==> src/rtl/regfile_read_sched.sv <==
// regfile_read_sched: shares one 32-to-1 x 32-bit register-file read mux
// among four requesters and returns the read data through a registered
// valid/ready response slot.
// Build option: REGFILE_SCHED_RR_EN selects round-robin arbitration.
// When it is left undefined, arbitration is fixed priority with requester 0
// highest, and the rotating priority pointer does not exist.
module regfile_read_sched #(
  parameter int unsigned NREQ = 4,
  parameter int unsigned W    = 32
) (
  input  logic              clk,
  input  logic              rst_n,
  input  logic [NREQ-1:0]   req,
  input  logic [5*NREQ-1:0] req_addr,
  output logic [NREQ-1:0]   gnt,
  output logic [4:0]        mux_sel,
  input  logic [W-1:0]      mux_out,
  output logic [W-1:0]      rdata,
  output logic [1:0]        rid,
  output logic              rvalid,
  input  logic              rready
);

  typedef enum logic {
    EMPTY = 1'b0,
    FULL  = 1'b1
  } resp_state_t;

  resp_state_t state, state_next;
  logic        stall;
  logic        found;
  logic        grant_en;
  logic [1:0]  win;
  logic [1:0]  idx;

`ifdef REGFILE_SCHED_RR_EN
  logic [1:0]  ptr;
`endif

  assign rvalid   = (state == FULL);
  assign stall    = rvalid & ~rready;
  assign grant_en = rst_n & found & ~stall;

  // Winner search: first requesting index starting at the priority origin.
  always_comb begin
    found = 1'b0;
    win   = '0;
    idx   = '0;
    for (int unsigned k = 0; k < NREQ; k++) begin
`ifdef REGFILE_SCHED_RR_EN
      idx = ptr + 2'(k);
`else
      idx = 2'(k);
`endif
      if (!found && req[idx]) begin
        found = 1'b1;
        win   = idx;
      end
    end
  end

  // One-hot grant and mux select for the winner; both are zero when idle.
  always_comb begin
    gnt     = '0;
    mux_sel = '0;
    if (grant_en) begin
      gnt[win] = 1'b1;
      for (int unsigned k = 0; k < NREQ; k++) begin
        if (win == 2'(k)) begin
          mux_sel = req_addr[5*k +: 5];
        end
      end
    end
  end

  // Response slot next state: a grant always refills it, a consumed
  // response without a new grant empties it, a stall holds it.
  always_comb begin
    state_next = state;
    case (state)
      EMPTY: begin
        if (grant_en) begin
          state_next = FULL;
        end
      end
      FULL: begin
        if (grant_en) begin
          state_next = FULL;
        end else if (rready) begin
          state_next = EMPTY;
        end
      end
      default: state_next = EMPTY;
    endcase
  end

  // Response slot state register.
  always_ff @(posedge clk or negedge rst_n) begin
    if (!rst_n) begin
      state <= EMPTY;
    end else begin
      state <= state_next;
    end
  end

  // Response payload capture from the mux output on a granted edge.
  always_ff @(posedge clk or negedge rst_n) begin
    if (!rst_n) begin
      rdata <= '0;
      rid   <= '0;
    end else if (grant_en) begin
      rdata <= mux_out;
      rid   <= win;
    end
  end

`ifdef REGFILE_SCHED_RR_EN
  // Rotating priority pointer: next search starts just past the winner.
  always_ff @(posedge clk or negedge rst_n) begin
    if (!rst_n) begin
      ptr <= '0;
    end else if (grant_en) begin
      ptr <= win + 2'd1;
    end
  end
`endif

endmodule
==> config.mk <==
export PLATFORM = sky130hd
export DESIGN_NAME = regfile_read_sched
export DESIGN_NICKNAME = d
export VERILOG_FILES = /design/src/rtl/regfile_read_sched.sv
export SDC_FILE = /design/constraint.sdc
export NUM_CORES = 1
export LEC_CHECK = 0
export BUFFER_PORTS_ARGS = -buffer_cell sky130_fd_sc_hd__buf_2
export CORE_ASPECT_RATIO = 1.1
export CORE_MARGIN = 1
export CORE_UTILIZATION = 43
export DETAILED_ROUTE_END_ITERATION = 10
export GPL_ROUTABILITY_DRIVEN = 0
export GPL_TIMING_DRIVEN = 0
export MAX_ROUTING_LAYER = met4
export PLACE_DENSITY = 0.76
export SYNTH_ARGS = -nofsm -noshare
export SYNTH_HDL_FRONTEND = slang
export SYNTH_SLANG_ARGS = --single-unit
==> constraint.sdc <==
create_clock -name clk -period 1.86 [get_ports clk]
set_input_delay 0.093 -clock clk [delete_from_list [all_inputs] [get_ports clk]]
set_output_delay 0.093 -clock clk [all_outputs]
set_load 0.01 [all_outputs]
### After elaboration in Yosys (flattened, before gate mapping)

Index checks and enable logic that the tools add are counted.

* flip-flop bits (word level): 35
* bits of input ports: 59
* output and inout bits: 44
* logic and storage cells: 41

* $lt $le $gt $ge: 2
* eq/ne operators: 3
* mux-type cells: 19
* bitwise gates (word level): 6
* reductions and logical operators: 8

Operators with widths (count)
* $mux W5: 5
* $mux W1: 9
* $eq A2 B2 Y1 const B: 2
* $logic_and A1 B1 Y1: 4
* $mux W2: 2
* $mux W4: 1
* $and A1 B1 Y1: 3
* $logic_not A1 Y1: 3
* $lt A2 B3 Y1 const B: 1
* $not A1 Y1: 3
* $demux W1 S2: 1
* $eq A2 B1 Y1 const B: 1
* $ge A2 B1 Y1 const B: 1
* $logic_not A2 Y1: 1
* $pmux W1 S2: 1

### Depth between registers and ports, before layout

Gate-level depths: netlist (run 1).

* depth after elaboration: 16
* gate-level depth with buffers: 5
* mapped depth without buffers: 3

### Worst setup path before layout (run 1)

No wires, ideal clock.

* path type: register -> output
* start point: register state (netlist: rvalid)
* end point: output gnt[1]
* arrival time: 1.312 ns
* required time: 1.767 ns
* slack: 0.455 ns
* stages on the path, launching flop included: 5
* path buffers: 1
* path through: dfrtp_1 > nand2b_1 > nor2b_2 > buf_4 > nor3b_1

* cells in the longest elaborated chain, start to end: 4

RTL lines
* start, declared: line 29 `resp_state_t state, state_next;`
* start signal, assigned: line 102 `state <= state_next;`
* $and A1 B1 Y1: line 41 `assign stall = rvalid & ~rready;`
* $not A1 Y1: line 42 `assign grant_en = rst_n & found & ~stall;`
* $and A1 B1 Y1: line 42
* $mux W4: line 66 `if (grant_en) begin`
* end, declared: line 15 `output logic [NREQ-1:0] gnt,`

Every way passes these cells.

### Worst setup path after layout (run 1)

Same ends and word-level chain as after synthesis.

==> metrics.txt, run 1 <==
status=finished clean; worst-margin pin slew=roughly 0.57 ns; Sink Count=35; Syn Nets=176; Final Power=0.00226 W; EDFF count, synth=0; final slew viol count=0; setup violators final=0; Site Rows=23; antenna violations before repair=0; dominant synthesized flop cell=dfrtp_1; WL per Instance=around 14 µm; Diodes inserted=0; drt drc=0; DRT iter0 DRCs=56; layout cells sized above 1=68.6%; CP max FO=10; Detailed Place HPWL=about 2.9 mm; commonest non-fill, non-tap cells in the layout=buf_2 (101), dfrtp_1 (35), mux2_4 (33), nand2_1 (7), clkbuf_8 (6); Die Wd=62.6 µm; largest net degree at the start of global routing=36; sw frac=between 20% and 30%; area grow syn2layout=42.2%; average size of a mapped cell=14.8 µm²; Clock Pin Slew Worst Setup and Hold Paths=roughly 0.07 ns; nets=~290; post-synthesis sequential area ratio=between 50% and 60%; total core area=~3700 µm²; DRT Pass-1 Iters=4; Comb power frac=approximately 27%; post-synthesis cell type count=22; R2R depth=5; Critical Path AT=about 1.6 ns; Initial Util=a little under half; Pleak=1.31 nW; endpoints failing hold=0; post-synthesis cell count=117; clock share of power=a little under a third; Synthesis Warnings=0; Rel. slew slack=around three fifths; GRT Total Usage=18.8%; H-tree levels=2; R2R Path End=rdata[9]$_DFFE_PN0P_; Root Driver=clkbuf_8; Req. time, crit path=approximately 1.8 ns; Ports=103; clock skew=about 0.0017 ns; Final Core Density=66.0%; FF-to-FF setup slack=0.37 ns; Post-Place Cells=267; hold depth=2; crit end category=output pin; IO Port Bufs=100; vias in the first global route=about 1300; crit path to=gnt[1]; crit path kind=reg -> out; f_max=just under 0.6 GHz; die outline height=68.7 µm; Die ar.=4300 µm²; Worst setup startpoint=rvalid$_DFF_PN0_; grt total ovfl=0; Pwr per Cell Area=~910 nW/µm²; Hold Path Class=in -> reg; ANT nets after route=0; RSZ-0062 raised after global routing=false; first-pass GRT wire length=5.91 mm; Netlist Area Pre-Place=between 1500 and 2000 µm²; VDD IR max=about 0.00057 V; Final period util=92.0%; Clk Latency, worst-skew pair=about 0.28 ns; DR vias/cell=4.83; share of power burned in registers=~42%; max_cap viols=0; drt total wl=roughly 3.9 mm; startpoint types=flip-flop; Switch Pwr=0.000587 W; ys async rst share=100%; deepest clock path buffer count=2; CTS Buf Count=5; most common cell after layout, fill and taps aside=buf_2; FF+latch count, synth=35; Final min period=around 1.7 ns; CTS tree=done; r2r startpoint=rvalid$_DFF_PN0_; vias post-DR=1348; cell internal pwr=between 0.0015 and 0.002 W; fin cells=~280
==> metrics by stage <==
step	hold slack, ns	setup TNS (ns)	setup WS, ns	cell area, µm²
after detailed placement	0.241	-4.81	-0.171	2300
after global placement	0.231	-4.49	-0.158	2300
after floorplan	-0.203	0	0.455	1740
final	0.0360	0	0.149	2470
after CTS	0.0232	0	0.0290	2450
after global routing	0.0231	0	0.0375	2470
==> registers in the layout (all words and copies together) (netlist names) <==
signal	count
rdata	32
rid	2
rvalid	1
==> logic make-up after synthesis <==
group,share of synthesized area [%]
buffers and inverters,3.39
AND/OR/NAND/NOR,6.77
AO/OA/AOI/OAI,10.9
multiplexers,28.5
flip-flops,50.4
==> power by group through the flow <==
stage	Clock, W	Combinational [W]	Sequential, W
floorplan	0	0.000286	0.00102
global placement	0	0.000585	0.000958
detailed placement	0	0.000600	0.000959
CTS	0.000723	0.000610	0.000952
global route	0.000744	0.000651	0.000963
finish	0.000699	0.000605	0.000952
==> timing repair <==
action	CTS	global route
hold endpoints to repair	35	0
pin swaps	0	0
setup endpoints to repair	7	1
setup buffers	0	2
hold buffers	2	0
resized for setup	2	0
==> cell type report <==
| type | count | area, µm² |
|---|---|---|
| Buffer | 7 | 55.1 |
| Clock buffer | 6 | 82.6 |
| Clock inverter | 2 | 35.0 |
| Fill cell | 303 | 1270 |
| Inverter | 1 | 3.75 |
| Multi-Input combinational cell | 74 | 807 |
| Sequential cell | 35 | 876 |
| Tap cell | 50 | 62.6 |
| Timing Repair Buffer | 104 | 548 |
==> synthesized netlist by cell type (2+ instances only) <==
library cell  count  area, µm²
buf_6             3       33.8
buf_2             2       10.0
nand2_1           7       26.3
nor2b_1           5       31.3
nand2b_1          3       18.8
o21a_1            5       37.5
o221a_2           5       56.3
dfrtp_1          35        876
a311oi_1          5       43.8
and3_1            2       12.5
nor2_1            2       7.51
mux2_4           33        495
==> per-layer routing <==
layer / vias to the layer above / global-route usage (%) / wire [µm]
li1: 645 / - / -
met1: 616 / 21.8 / 1650
met2: 82 / 31.0 / 1820
met3: 5 / 5.59 / 341
met4: 0 / 7.85 / 51
met5: - / - / 0
==> critical path, cell delays in order (launching register included) <==
cell and delay (ns):
dfrtp_1 0.39, nand2b_1 0.17, nor2b_4 0.19, buf_4 0.19, nor3b_1 0.21, buf_2 0.17
==> how the worst min path moves through the flow <==
stage / from / end / slack, ns
finish: mux_out[19] / rdata[19]$_DFFE_PN0P_ / 0.04
global route: mux_out[19] / rdata[19]$_DFFE_PN0P_ / 0.02
CTS: mux_out[15] / rdata[15]$_DFFE_PN0P_ / 0.02
detailed placement: rst_n / rdata[12]$_DFFE_PN0P_ / 0.24
global placement: rst_n / rdata[12]$_DFFE_PN0P_ / 0.23
floorplan: rst_n / rdata[0]$_DFFE_PN0P_ / -0.20
(Power assumes the default switching activity.)
==> run 2, diff against run 1 <==
--- a/config.mk
+++ b/config.mk
@@ -6,7 +6,6 @@
 export NUM_CORES = 1
 export LEC_CHECK = 0
 export BUFFER_PORTS_ARGS = -buffer_cell sky130_fd_sc_hd__buf_2
-export CORE_ASPECT_RATIO = 1.1
 export CORE_MARGIN = 1
 export CORE_UTILIZATION = 43
 export DETAILED_ROUTE_END_ITERATION = 10
==> run 2 against run 1 <==
- combinational power shrank 0.8%
- first-iteration DRC count up 25%
- via count up 0.74%
- maximum frequency increased by 3.9%
- sequential power about the same
- largest cell class unchanged
==> metrics.txt, run 2 (synthesis results as in run 1) <==
Setup TNS=0 ns (unchanged); Site Rows=22 (-4.3%); DR vias/cell=4.92 (+1.8%); Die ar.=4300 µm² (about the same); IO Port Bufs=100 (unchanged); nets=286 (-0.35%); Final Core Density=64.4% (-1.7 points); crit end category=output pin; commonest non-fill, non-tap cells in the layout=buf_2 (101), dfrtp_1 (35), mux2_4 (33), nand2_1 (7); DRT iter0 DRCs=70 (+25%); startpoint types=input port; first-pass GRT wire length=6.40 mm (+8.3%); max_cap viols=0 (unchanged); Pwr per Cell Area=856 nW/µm² (-6.3%); setup violators final=0 (unchanged); area of the multi-input gates=807 µm² (unchanged); Ports=103 (unchanged); CP max FO=10 (unchanged); Crit path max-delay family=buffers and inverters; flip-flop and latch area=876 µm² (unchanged); sw frac=28.0% (+2.0 points); Root Driver=clkbuf_8; max reg flops=32 (unchanged); Critical Path AT=1.55 ns (-0.07 ns); final slew viol count=0 (unchanged); final hold slack=0.0389 ns (+0.00282 ns); drt total wl=3.95 mm (+2.4%); CP max stage cell=dlygate4sd3_1; most used cell, CP=buf_4; clock skew=0.00201 ns (+0.000299 ns); RSZ-0062 raised after global routing=false; status=finished clean; ANT nets after route=0 (unchanged); WL per Instance=14.3 µm (+3.5%); layout cells sized above 1=68.0% (-0.58 points); vias post-DR=1358 (+0.74%); crit path kind=in -> out; Final min period=1.65 ns (-0.0650 ns); worst-margin pin slew=0.631 ns (+0.0626 ns); vias in the first global route=1317 (+1.7%); antenna violations before repair=0 (unchanged); f_max=0.607 GHz (+3.9%); Hold Path Class=in -> reg; CTS Buf Count=5 (unchanged); share of power burned in registers=45.9% (+3.7 points); Final period util=88.5% (-3.5 points); GRT Total Usage=20.9% (+2.1 points); die outline height=65.6 µm (-4.5%); Switch Pwr=0.000582 W (-0.84%); Rel. slew slack=57.6% (-4.2 points); Die Wd=65.6 µm (+4.7%); Detailed Place HPWL=2.96 mm (+2.5%); VDD IR max=0.000495 V (-13%); total core area=3770 µm² (+0.80%); Req. time, crit path=1.77 ns (about the same); Comb power frac=28.9% (+2.1 points); clock share of power=25.2% (-5.8 points); worst stage delay on the critical path=0.53 ns (+0.14 ns); Pleak=1.29 nW (-1.9%); largest net degree at the start of global routing=36 (unchanged); DRT Pass-1 Iters=4 (unchanged); Largest Register=rdata; Initial Util=46.1% (-0.37 points); CTS tree=done; layout filler cell count=292 (-3.6%); Diodes inserted=0 (unchanged); grt total ovfl=0 (unchanged); endpoints failing hold=0 (unchanged); area grow syn2layout=39.8%; cell internal pwr=0.00150 W (-10%); Clk Latency, worst-skew pair=0.28 ns (about the same); drt drc=0 (unchanged); most common cell after layout, fill and taps aside=buf_2; Sink Count=35 (unchanged); deepest clock path buffer count=2 (unchanged); H-tree levels=2 (unchanged); Buf/Inv on CP=4 (+2); Clock Pin Slew Worst Setup and Hold Paths=0.07 ns (about the same); critical-path cell list=dlygate4sd3_1 -> buf_4 -> o41ai_4 -> nor2b_4 -> buf_4 -> nor3b_1 -> buf_2
==> run 2: changes by cell type in the layout (fill, tap and decap cells not counted), sizes merged <==
cell	change
clkinvlp	+1
buf	-1
bufinv	-1
==> run 2: repair_timing <==
item                                   in CTS  in global routing
gates resized for setup                     1                  1
setup buffers                               0                  1
endpoints found under the hold margin      35                  0
setup endpoints to repair                   7                  7
hold buffers                                2                  0
==> run 2: per-stage QoR <==
| step | std cells | setup WS (ns) | instance area, µm² | total power (W) |
|---|---|---|---|---|
| 4_1_cts | 275 | 0.0360 | 2410 | 0.00210 |
| 3_3_place_gp | 265 | -0.115 | 2300 | 0.00154 |
| 5_1_grt | 276 | 0.0921 | 2430 | 0.00220 |
| 2_1_floorplan | 117 | 0.455 | 1740 | 0.00131 |
| 3_5_place_dp | 265 | -0.111 | 2300 | 0.00156 |
| 6_report | 276 | 0.214 | 2430 | 0.00208 |
==> run 2: worst paths after layout <==
kind | from | to | slack [ns] | cells past startpoint
hold reg to reg | rid[1]$_DFFE_PN0P_ | rid[1]$_DFFE_PN0P_ | 0.50 | 1
setup / recovery | rst_n | gnt[1] | 0.21 | 7
max in group asynchronous | rst_n | rdata[20]$_DFFE_PN0P_ | 1.32 | 3
hold / removal | mux_out[12] | rdata[12]$_DFFE_PN0P_ | 0.04 | 2
min in group asynchronous | rst_n | rdata[12]$_DFFE_PN0P_ | 0.36 | 3
setup reg to reg | rvalid$_DFF_PN0_ | rdata[0]$_DFFE_PN0P_ | 0.41 | 5
==> run 2: cell type report <==
type                    instances  area share [%]
plain buffers                   7            2.27
clock buffers                   6            2.99
clock inverters                 2           0.515
inverters                       1           0.155
multi-input cells              74            33.2
flip-flops and latches         35            36.1
well taps                      48            2.47
repair buffers                103            22.3
==> run 2: per-layer routing <==
layer	share of wire (%)	track usage [%]
met3	6.0	7.29
met1	45	26.4
met2	47	31.3
met4	1.2	6.79
met5	0	-
==> run 2: power groups by stage <==
stage                     registers, W  logic [W]  clock network (W)
after global routing          0.000969   0.000648           0.000583
after CTS                     0.000954   0.000603           0.000542
after global placement        0.000962   0.000580                  0
final                         0.000953   0.000600           0.000524
after floorplan                0.00102   0.000286                  0
after detailed placement      0.000960   0.000597                  0
==> run 2: worst reg2reg max path, stage by stage (launching register included) <==
cell,delay (ns)
dfrtp_1,0.38
nand2b_1,0.16
nor2b_4,0.18
buf_4,0.14
buf_6,0.17
mux2_4,0.32
==> run 3, diff against run 2 <==
--- a/config.mk
+++ b/config.mk
@@ -5,6 +5,7 @@
 export SDC_FILE = /design/constraint.sdc
 export NUM_CORES = 1
 export LEC_CHECK = 0
+export ABC_AREA = 1
 export BUFFER_PORTS_ARGS = -buffer_cell sky130_fd_sc_hd__buf_2
 export CORE_MARGIN = 1
 export CORE_UTILIZATION = 43
@@ -12,7 +13,7 @@
 export GPL_ROUTABILITY_DRIVEN = 0
 export GPL_TIMING_DRIVEN = 0
 export MAX_ROUTING_LAYER = met4
-export PLACE_DENSITY = 0.76
+export PLACE_DENSITY = 0.77
 export SYNTH_ARGS = -nofsm -noshare
 export SYNTH_HDL_FRONTEND = slang
 export SYNTH_SLANG_ARGS = --single-unit
==> run 3 against run 2 <==
- worst hold slack worse by 0.027 ns
- power is 1.7% lower
- sequential power is 2.5% lower
- non-clock buffer count is 6 higher
- maximum frequency is 1.5% higher
- clock power is 12% higher
- register-to-register slack better by 0.11 ns
- design area is 0.57% lower
- synthesized area is 1.1% lower
- count of clock-buffer cells in the layout is 2 higher
- largest cell class unchanged
- core utilization is 0.11 points higher
- largest power group unchanged
==> metrics.txt, run 3 <==
status=finished clean; vias in the first global route=1676 (+27%); commonest non-fill, non-tap cells in the layout=buf_2 (109), nand2_1 (93), nand3_1 (48), dfrtp_1 (35), inv_1 (15); grt total ovfl=0 (unchanged); drt total wl=4.41 mm (+12%); dpl cell area=2280 µm² (-0.60%); Synth area leaders=dfrtp_1 (51%), nand2_1 (20%), nand3_1 (14%), inv_1 (3.3%), nor2_1 (2.8%); crit path kind=in -> out; Diodes inserted=0 (unchanged); Root Driver=clkbuf_8; H-tree levels=2 (unchanged); CTS tree=done; FF+latch count, synth=35 (unchanged); EDFF count, synth=0 (unchanged); Die Wd=65.2 µm (-0.53%); average size of a mapped cell=7.60 µm² (-49%); r2r startpoint=rvalid$_DFF_PN0_; IO Port Bufs=101 (+1.0%); nets=395 (+38%); Setup TNS=0 ns (unchanged); RSZ-0062 raised after global routing=false; VDD IR max=0.000532 V (+7.4%); R2R depth=6 (+1); max_cap viols=0 (unchanged); Clk Latency, worst-skew pair=0.28 ns (about the same); Die ar.=4250 µm² (-1.0%); Netlist Area Pre-Place=1720 µm² (-1.1%); post-synthesis cell type count=18 (-18%); post-synthesis cell count=226 (+93%); hold depth=2 (unchanged); area grow syn2layout=40.5%; Pwr per Cell Area=846 nW/µm² (-1.1%); Post-Place Cells=375 (+42%); startpoint types=input port; die outline height=65.2 µm (-0.53%); R2R Path End=rdata[14]$_DFFE_PN0P_; Sink Count=35 (unchanged); post-synthesis sequential area ratio=51.0% (+0.55 points); sw frac=29.7% (+1.7 points); Hold Crit Endpoint=rvalid$_DFF_PN0_; clock share of power=28.8% (+3.6 points); DRT Pass-1 Iters=4 (unchanged); deepest clock path buffer count=2 (unchanged); Yosys top cell by area=dfrtp_1; crit end category=output pin; ys async rst share=100% (unchanged); Final min period=1.62 ns (-0.0243 ns); worst min-delay path startpoint=rready; worst-margin pin slew=0.488 ns (-0.143 ns); CTS Buf Count=5 (unchanged); CP max FO=10 (unchanged); Synthesis Warnings=0 (unchanged); Syn Nets=285 (+62%); Req. time, crit path=1.77 ns (about the same); endpoints failing hold=0 (unchanged); f_max=0.617 GHz (+1.5%); clock skew=0.00298 ns (+0.000969 ns); DR vias/cell=4.75 (-3.4%); cell internal pwr=0.00144 W (-4.0%); fin area=2410 µm² (-0.57%); largest net degree at the start of global routing=36 (unchanged); share of power burned in registers=45.5% (-0.4 points); fin cells=385 (+39%); max reg flops=32 (unchanged); final slew viol count=0 (unchanged); antenna violations before repair=0 (unchanged); vias post-DR=1830 (+35%); dominant synthesized flop cell=dfrtp_1; most common cell after layout, fill and taps aside=buf_2; total core area=3740 µm² (-0.73%); DRT iter0 DRCs=82 (+17%); first-pass GRT wire length=7.14 mm (+12%); Yosys top cell area share=51.0% (+0.55 points); setup violators final=0 (unchanged); GRT Total Usage=22.5% (+1.6 points); drt drc=0 (unchanged); Largest Register=rdata; Initial Util=45.9% (-0.16 points); Ports=103 (unchanged); Hold Path Class=in -> reg; Rel. slew slack=67.5% (+9.9 points); Final period util=87.2% (-1.3 points); WL per Instance=11.5 µm (-20%); Pleak=1.49 nW (+15%); Switch Pwr=0.000607 W (+4.2%); count leader, synth=nand2_1; Critical Path AT=1.53 ns (-0.02 ns); final hold slack=0.0116 ns (-0.0273 ns); Clock Pin Slew Worst Setup and Hold Paths=0.07 ns (about the same); commonest cells in the netlist=nand2_1 (93), nand3_1 (48), dfrtp_1 (35), inv_1 (15), nor2_1 (13); FF-to-FF setup slack=0.52 ns (+0.11 ns); layout cells sized above 1=37.4% (-31 points); Comb power frac=25.7% (-3.2 points); ANT nets after route=0 (unchanged); Detailed Place HPWL=3.28 mm (+11%); setup repair bufs after CTS=0 (unchanged); Site Rows=22 (unchanged)
==> run 3: cell types whose count changed after synthesis, sizes merged, moves of 6 or more <==
cell   change
nand2     +86
nand3     +49
mux2      -33
inv       +14
nor2      +13
buf        +6
nor2b      -6
==> run 3: area by class of cell <==
type                    count  area (µm²)
fillers                   365        1330
flip-flops and latches     35         876
multi-input cells         163         704
repair buffers            103         536
clock buffers               8         100
plain buffers              13        81.3
well taps                  48        60.1
inverters                  15        56.3
==> run 3: how the worst max path moves through the flow <==
stage                           startpoint                    end  cells past startpoint
after floorplan           rvalid$_DFF_PN0_  rdata[10]$_DFFE_PN0P_                      6
after global placement               rst_n                 gnt[0]                      6
after detailed placement             rst_n                 gnt[3]                      6
after CTS                            rst_n             mux_sel[4]                      7
after global routing      rvalid$_DFF_PN0_                 gnt[0]                      6
final                                rst_n             mux_sel[4]                      7
==> run 3: per-layer routing <==
layer  routed length, µm  GRT usage, %
met1                1940          27.3
met2                2150          37.6
met3                 241          4.86
met4                  76          6.79
met5                   0             -
==> run 3: power groups by stage <==
stage / combinational (W) / sequential, W / clock [W]
final: 0.000526 / 0.000929 / 0.000589
after global routing: 0.000590 / 0.000941 / 0.000639
after CTS: 0.000534 / 0.000929 / 0.000604
after detailed placement: 0.000526 / 0.000941 / 0
after global placement: 0.000513 / 0.000939 / 0
after floorplan: 0.000214 / 0.00100 / 0
==> run 3: worst max-delay path, cell delays in order <==
cell	delay [ns]
dlygate4sd3_1	0.52
buf_2	0.16
a21boi_2	0.20
buf_4	0.21
nand3_1	0.09
nor2_1	0.11
buf_2	0.14
==> run 3: timing repair <==
action	4_1_cts	5_1_grt
hold endpoints to repair	35	0
setup endpoints to repair	0	0
gates resized for setup	0	0
hold buffers	2	0
==> run 3: cells by family after synthesis <==
kind of cell	synth area share [%]
and+or+nand+nor	39.5
AOI/OAI and AO/OA	1.53
DFF	51.0
buffers and inverters	8.01
==> run 3: through the flow <==
step	setup slack (ns)	utilization, %	total power, W
3_5_place_dp	0.167	61.0	0.00147
2_1_floorplan	0.587	-	0.00121
6_report	0.238	64.5	0.00204
5_1_grt	0.134	64.5	0.00217
4_1_cts	0.235	64.5	0.00207
3_3_place_gp	0.146	61.0	0.00145
